File: src/rtl/route_sequencer.sv
// route_sequencer: automatic route scheduler in front of the semi-auto
// crossroad FSM. Stores a programmed list of turn commands and hands one
// command to the FSM at each crossroad stop, waiting for it to be accepted.
module route_sequencer #(
  parameter int DEPTH       = 8,
  parameter int ACK_TIMEOUT = 50
) (
  input  logic       clk_20ms,
  input  logic       rst,
  input  logic       en,
  input  logic       prog_en,
  input  logic [1:0] cmd_in,
  input  logic       cmd_push,
  input  logic       start,
  input  logic       clear,
  input  logic       loop,
  input  logic [1:0] fsm_state,
  output logic       straight,
  output logic       left,
  output logic       right,
  output logic       back,
  output logic [3:0] route_len,
  output logic [3:0] route_idx,
  output logic       busy,
  output logic       done,
  output logic       overflow,
  output logic       fault
);

  localparam int IW = (DEPTH > 1) ? $clog2(DEPTH) : 1;
  localparam int CW = $clog2(ACK_TIMEOUT + 1);

  localparam logic [1:0] FSM_WAIT    = 2'b00;
  localparam logic [1:0] FSM_FORWARD = 2'b01;

  typedef enum logic [2:0] {
    IDLE, RUN_WAIT, ISSUE, TRAVEL, DONE_S, FAULT_S
  } state_t;

  state_t          state;
  logic [1:0]      mem [DEPTH];
  logic [CW-1:0]   cnt;
  logic [3:0]      cmd_q;      // {straight, left, right, back}
  logic [3:0]      idx_nxt;
  logic            push_ok;

  assign {straight, left, right, back} = cmd_q;
  assign busy    = (state == RUN_WAIT) || (state == ISSUE) || (state == TRAVEL);
  assign done    = (state == DONE_S);
  assign fault   = (state == FAULT_S);
  assign idx_nxt = route_idx + 4'd1;
  assign push_ok = (state == IDLE) && cmd_push && prog_en && (route_len < 4'(DEPTH));

  function automatic logic [3:0] decode(input logic [1:0] c);
    case (c)
      2'b00:   decode = 4'b1000;
      2'b01:   decode = 4'b0100;
      2'b10:   decode = 4'b0010;
      default: decode = 4'b0001;
    endcase
  endfunction

  // Command storage; contents are don't-care after reset so no reset here.
  always_ff @(posedge clk_20ms) begin
    if (!rst && !clear && push_ok)
      mem[route_len[IW-1:0]] <= cmd_in;
  end

  // Sequencer FSM: rst > clear > en drop > per-state behaviour.
  always_ff @(posedge clk_20ms) begin
    if (rst) begin
      state     <= IDLE;
      route_len <= '0;
      route_idx <= '0;
      cmd_q     <= '0;
      overflow  <= 1'b0;
      cnt       <= '0;
    end else if (clear) begin
      state     <= IDLE;
      route_len <= '0;
      route_idx <= '0;
      cmd_q     <= '0;
      overflow  <= 1'b0;
      cnt       <= '0;
    end else if (!en && (state inside {RUN_WAIT, ISSUE, TRAVEL, DONE_S})) begin
      // Leaving auto mode keeps the programmed route but rewinds it.
      state     <= IDLE;
      route_idx <= '0;
      cmd_q     <= '0;
    end else begin
      case (state)
        IDLE: begin
          if (cmd_push && prog_en) begin
            if (route_len < 4'(DEPTH)) route_len <= route_len + 4'd1;
            else                       overflow  <= 1'b1;
          end
          if (start && en && !prog_en && (route_len != 4'd0)) begin
            route_idx <= '0;
            state     <= RUN_WAIT;
          end
        end
        RUN_WAIT: begin
          // FSM is parked at a crossroad: present the next command.
          if (fsm_state == FSM_WAIT) begin
            cnt   <= '0;
            cmd_q <= decode(mem[route_idx[IW-1:0]]);
            state <= ISSUE;
          end
        end
        ISSUE: begin
          cnt <= cnt + CW'(1);
          if (fsm_state != FSM_WAIT) begin
            // Accepted; an ack on the timeout tick still wins.
            cmd_q <= '0;
            if (idx_nxt == route_len) begin
              if (loop) begin
                route_idx <= '0;
                state     <= TRAVEL;
              end else begin
                route_idx <= route_len;
                state     <= DONE_S;
              end
            end else begin
              route_idx <= idx_nxt;
              state     <= TRAVEL;
            end
          end else if (cnt + CW'(1) == CW'(ACK_TIMEOUT)) begin
            cmd_q <= '0;
            state <= FAULT_S;
          end
        end
        TRAVEL: begin
          // Wait for forward motion so one crossroad consumes one command.
          if (fsm_state == FSM_FORWARD) state <= RUN_WAIT;
        end
        DONE_S: begin
          if (start) begin
            route_idx <= '0;
            state     <= RUN_WAIT;
          end
        end
        FAULT_S: ;
        default: state <= IDLE;
      endcase
    end
  end

endmodule

File: config.mk
export PLATFORM = sky130hd
export DESIGN_NAME = route_sequencer
export DESIGN_NICKNAME = d
export VERILOG_FILES = /design/src/rtl/route_sequencer.sv
export SDC_FILE = /design/constraint.sdc
export NUM_CORES = 1
export LEC_CHECK = 0
export BUFFER_PORTS_ARGS = -buffer_cell sky130_fd_sc_hd__buf_2
export CORE_MARGIN = 3
export CORE_UTILIZATION = 45
export CTS_BUF_LIST = sky130_fd_sc_hd__clkbuf_8
export DETAILED_ROUTE_END_ITERATION = 16
export HOLD_SLACK_MARGIN = 0.06
export PLACE_DENSITY = 0.69
export SYNTH_ARGS = -nofsm -noshare
export SYNTH_HDL_FRONTEND = slang
export SYNTH_SLANG_ARGS = --single-unit
File: constraint.sdc
create_clock -name clk_20ms -period 1.85 [get_ports clk_20ms]
set_clock_uncertainty 0.15 [all_clocks]
set_input_delay 0.2775 -clock clk_20ms [delete_from_list [all_inputs] [get_ports clk_20ms]]
set_output_delay 0.2775 -clock clk_20ms [all_outputs]
set_load 0.05 [all_outputs]
==> results.cfg, run 1 <==
[outcome]
outcome = finished clean

[place]
post-place-ws_ps = -50.52
dp_hpwl_mm = 3.576
port-buffer-count = 27
gp_congestion = 0.9325
post_dp_cell_area_mm2 = 0.002551
dp_cells = 304

[clocking]
clockBufferDepth = 2
clk_pin_slew_ps = 80
cts_tree = built
htree_levels = 2
numCtsBuffers = 5
cts.sinks = 41
cts-root-buf = clkbuf_8
clk_latency_ps = 300

[worst_setup_path]
cp.required_ps = 1900
worstSetupStartpointType = flip-flop
worstPathMaxFanout = 4
worstSetupEndpointType = flip-flop
crit_type = reg2reg
worstRegToRegCells = 6
arrival_ps = 1870

[route]
post_drt_via_cell_ratio = 5.527
final_antenna_net_count = 0
dr.pass1.iters = 4
drcViolationCount = 0
first_iter_violations = 122
num_vias = 1752
wl_per_cell_um = 15.54
wl_mm = 4.927

[sta]
min_period_ps = 1822
worstMarginPinSlew_ps = 653.4
final_hold_viol_count = 0
timing.final.crit_share_pct = 98.48
slew_viol_final = 0
timing.slew.headroom_pct = 55.98
fmax_mhz = 548.9
setup_viol = 0
rsz0062_at_grt = yes
final.setup.worst_slack_ps = 28.19

[yosys]
syn-cell-area_mm2 = 0.002172
ys_warn_count = 0
ys_ff_latch = 41
syn_area_per_cell_um2 = 10.29
ys_types = 56
synth-seq-area-share_pct = 45.16
synth_fp_nets = 228
synth_cells = 211

[cells_and_area]
final_util_pct = 62.97
drive_above_1_share_pct = 46.79
nNetsFinal = 281
area_growth_pct = 30.59
fin_cells = 317
final_cell_area_mm2 = 0.002836
insertedDiodeCount = 0

[worst_hold_path]
min_path_cells = 1
hold_class = in2reg

[power]
peakVddDrop_mv = 0.4487
p_leak_nw = 1.057
pwr_density_cell_mw_per_mm2 = 568.4

[die]
io_pins = 28
rows = 24
dieWidth_um = 75.48
start_util_pct = 48.22
die_height_um = 75.48
dieArea_mm2 = 0.005696
core_area_mm2 = 0.004504

[global_routing]
grt_first_pass_wirelength_mm = 7.728
grt_antenna_before_repair = 0
grt_start_max_net_pins = 14
grt_overflow_total = 0
grt_pass1_vias = 1637
track_usage_pct = 18.20

[flow_run]
cap_violations = 0
-- power by group --
part	switching, mW	internal (mW)	total, mW
clock	0.321	0.261	0.582
combinational	0.0602	0.0404	0.101
sequential	0.00133	0.928	0.929
-- final cells by class --
type / count / area, µm²
Sequential cell: 41 / 1015
Clock inverter: 3 / 17.52
Clock buffer: 5 / 68.82
Timing Repair Buffer: 56 / 356.6
Fill cell: 386 / 1668
Tap cell: 52 / 65.06
Inverter: 5 / 21.27
Multi-Input combinational cell: 155 / 1292
-- Yosys cell counts (all sizes together) --
library cell  instances  area share, %
a31o                  4            1.6
a22oi                 2           0.69
nand3                 9            2.6
mux2i                 5            2.3
nor4                  5            1.7
inv                   5           0.86
o22ai                 1           0.29
nor2b                 2           0.58
ha                    5            2.9
nand2                12            2.2
o211a                 1           0.46
xor3                  1            1.1
and4                  1           0.40
nor3b                 1           0.35
a21oi                11            2.5
clkbuf                3           0.52
or2                   1           0.29
mux4                  4            4.5
nand2b                4            1.2
mux2                  1           0.52
and3b                 1           0.40
o21ai                11            2.7
o31ai                 1           0.35
xnor2                 5            2.0
and3                  4            1.4
nand3b                4            1.4
nor4b                 1           0.40
xor2                  6            2.8
nand4                 1           0.29
nor2                 28            5.8
and2                  3           0.86
a31oi                 3           0.86
o21ba                 1           0.46
and2b                 1           0.35
or3b                  1           0.40
dfxtp                25             23
a311oi                2           0.81
edfxtp               16             22
o21a                  1           0.35
nand4b                1           0.40
or3                   1           0.29
nor3                  7            1.8
o311ai                1            1.2
o211ai                1           0.35
buf                   7            1.6
-- state kept, by name, indices dropped and copies added (netlist names), named ones only --
| name | cells |
|---|---|
| route_len | 4 |
| state | 3 |
| route_idx | 4 |
| mem | 16 |
| cmd_q | 4 |
| cnt | 6 |
| overflow | 1 |
-- routing by layer --
layer | GRT usage [%] | wire [µm] | vias up
met5 | 0 | 0 | -
met4 | 7.184 | 89 | 0
met3 | 5.409 | 234 | 10
met2 | 26.27 | 2232 | 43
met1 | 25.60 | 2370 | 828
li1 | - | - | 871
-- final timing paths --
path              startpoint         to  slack, ps
setup / recovery      cnt[0]   cmd_q[1]         30
hold / removal     cmd_in[1]  mem[4][1]        120
setup reg to reg      cnt[0]   cmd_q[1]         30
hold reg to reg     cmd_q[2]   cmd_q[2]        330
-- per-stage QoR --
stage	hold WS (ps)	power, mW	setup TNS [ps]
3_5_place_dp	312.6	1.040	-157.7
5_1_grt	120.3	1.665	-97.85
2_1_floorplan	226.4	0.9994	-94.31
4_1_cts	100.2	1.615	0
6_report	116.8	1.612	0
3_3_place_gp	305.8	1.040	-47.84
-- cell usage in the layout, fill, tap and decap left out, drive strengths merged, types with 6 or more instances in the layout --
master / instances
dfxtp: 25
o21ai: 11
nor3: 7
nand2: 12
nor2: 28
xor2: 6
edfxtp: 16
nand3: 9
a21oi: 11
buf: 56
-- kinds of logic (layout without fill, tap and decap cells) --
family / after synthesis / count (layout) / share of synthesized area (%)
XOR/XNOR: 12 / 12 / 5.875
AND/OR/NAND/NOR: 88 / 88 / 23.10
adder cells (fa/ha/maj): 5 / 5 / 2.880
multiplexers: 10 / 10 / 7.316
AO/OA/AOI/OAI: 40 / 40 / 12.67
buffers and inverters: 15 / 69 / 2.995
flip-flops: 41 / 41 / 45.16
-- what timing repair did --
action                                  in CTS  in global routing
resized for setup                            5                 36
endpoints found under the setup margin       9                 34
buffers inserted                             0                  5
hold buffers                                 0                  0
pin swaps                                    0                  9
-- critical path, stage by stage, from the launching register on --
cell,delay [ps]
dfxtp_4,370
and3_4,210
nand3_4,100
xor2_4,180
o311ai_4,340
o21ai_2,140
a31o_1,230
Note: power is estimated with default switching activity, not from simulation.
==> run 2: changes to the inputs <==
--- a/config.mk
+++ b/config.mk
@@ -11,7 +11,7 @@
 export CTS_BUF_LIST = sky130_fd_sc_hd__clkbuf_8
 export DETAILED_ROUTE_END_ITERATION = 16
 export HOLD_SLACK_MARGIN = 0.06
-export PLACE_DENSITY = 0.69
+export PLACE_DENSITY = 0.76
 export SYNTH_ARGS = -nofsm -noshare
 export SYNTH_HDL_FRONTEND = slang
 export SYNTH_SLANG_ARGS = --single-unit
==> results.cfg, run 2 (synthesized netlist as in run 1, its figures left out) <==
[place]
post-place-ws_ps = -95.04
port-buffer-count = 27
dp_cells = 301
gp_congestion = 0.8765
dp_hpwl_mm = 3.666

[global_routing]
grt_first_pass_wirelength_mm = 7.866
grt_start_max_net_pins = 15
grt_antenna_before_repair = 0
grt_overflow_total = 0
track_usage_pct = 18.22
grt_pass1_vias = 1734

[cells_and_area]
insertedDiodeCount = 0
final_cell_mix = buf_2 (27), buf_4 (26), nor2_1 (24)
final_util_pct = 62.83
area_growth_pct = 30.30
fin_cells = 314
largest_reg_flops = 16
nNetsFinal = 278
drive_above_1_share_pct = 42.37
final_common_cell = buf_2

[die]
dieArea_mm2 = 0.005696
dieWidth_um = 75.48
die_height_um = 75.48
core_area_mm2 = 0.004504
rows = 24
io_pins = 28
start_util_pct = 48.22

[sta]
fmax_mhz = 540.6
final.setup.worst_slack_ps = 0.05995
worstMarginPinSlew_ps = 606.0
timing.final.crit_share_pct = 100.0
rsz0062_at_grt = yes
timing.slew.headroom_pct = 59.17
final_hold_viol_count = 0
setup_viol = 0
slew_viol_final = 0
min_period_ps = 1850

[clocking]
cts.sinks = 41
clk_latency_ps = 300
cts_tree = built
clk_pin_slew_ps = 90
cts-root-buf = clkbuf_8
numCtsBuffers = 5
htree_levels = 2
clockBufferDepth = 2

[route]
post_drt_via_cell_ratio = 5.589
final_antenna_net_count = 0
first_iter_violations = 98
num_vias = 1755
wl_mm = 4.917
wl_per_cell_um = 15.66
dr.pass1.iters = 4
drcViolationCount = 0

[worst_setup_path]
crit_type = reg2reg
r2r_slack_ps = 0.06
worstRegToRegCells = 6
r2r-start = cnt[1]
worstSetupStartpointType = flip-flop
cp.required_ps = 1900
arrival_ps = 1900
worstSetupEndpointType = flip-flop
critPathCapture = cmd_q[1]
worstPathMaxFanout = 4
startpoint = cnt[1]
r2r-end = cmd_q[1]

[power]
pwr_density_cell_mw_per_mm2 = 673.2
fin_total_pwr_mw = 1.905
p_leak_nw = 1.068
peakVddDrop_mv = 0.3325

[worst_hold_path]
hold_class = in2reg

[outcome]
outcome = finished clean

[flow_run]
cap_violations = 0
-- run 2: through the flow --
step | hold WS (ps) | instance area [µm²] | TNS, ps
after floorplan | 226.4 | 2233 | -94.31
after global placement | 312.7 | 2529 | -5.338
after detailed placement | 313.6 | 2529 | -221.3
after CTS | 109.0 | 2691 | 0
after global routing | 118.4 | 2830 | -119.8
final | 99.83 | 2830 | 0
-- run 2: how the worst min path moves through the flow --
| stage | cells after the start | slack [ps] | start | endpoint |
|---|---|---|---|---|
| floorplan | 0 | 230 | cmd_in[0] | mem[0][0] |
| global placement | 1 | 310 | cmd_q[1] | cmd_q[1] |
| detailed placement | 1 | 310 | cmd_q[1] | cmd_q[1] |
| CTS | 1 | 110 | cmd_in[1] | mem[1][1] |
| global route | 1 | 120 | cmd_in[0] | mem[1][0] |
| finish | 1 | 100 | cmd_in[1] | mem[1][1] |
-- run 2: routing by layer --
layer	part of all wire [%]	track usage, %	up-vias
met5	0	0	-
met4	1.1	6.990	0
met3	4.4	3.430	5
met2	49	29.24	32
met1	46	24.38	848
li1	-	-	870
-- run 2: what timing repair did --
item / 4_1_cts / 5_1_grt
hold buffers: 0 / 0
gates resized for setup: 8 / 19
endpoints found under the setup margin: 13 / 25
pin swaps: 2 / 10
buffers inserted: 0 / 5
-- run 2: report_power, final --
| part | internal (mW) | total [mW] | switching [mW] |
|---|---|---|---|
| combinational | 0.0407 | 0.101 | 0.0599 |
| clock | 0.543 | 0.874 | 0.331 |
| sequential | 0.929 | 0.931 | 0.00138 |
| total | 1.51 | 1.91 | 0.392 |
-- run 2: area by class of cell --
class                           count  area (µm²)
Clock buffer                        5       68.82
Clock inverter                      3       68.82
Fill cell                         357        1674
Inverter                            5       21.27
Multi-Input combinational cell    155        1266
Sequential cell                    41        1010
Tap cell                           52       65.06
Timing Repair Buffer               53       330.3
-- run 2: worst max-delay path, stage by stage, from the launching register on --
cell and delay [ps]:
dfxtp_2 360, and3_4 230, nand3_4 100, xor2_4 180, o311ai_4 360, o21ai_2 140
a31o_1 230
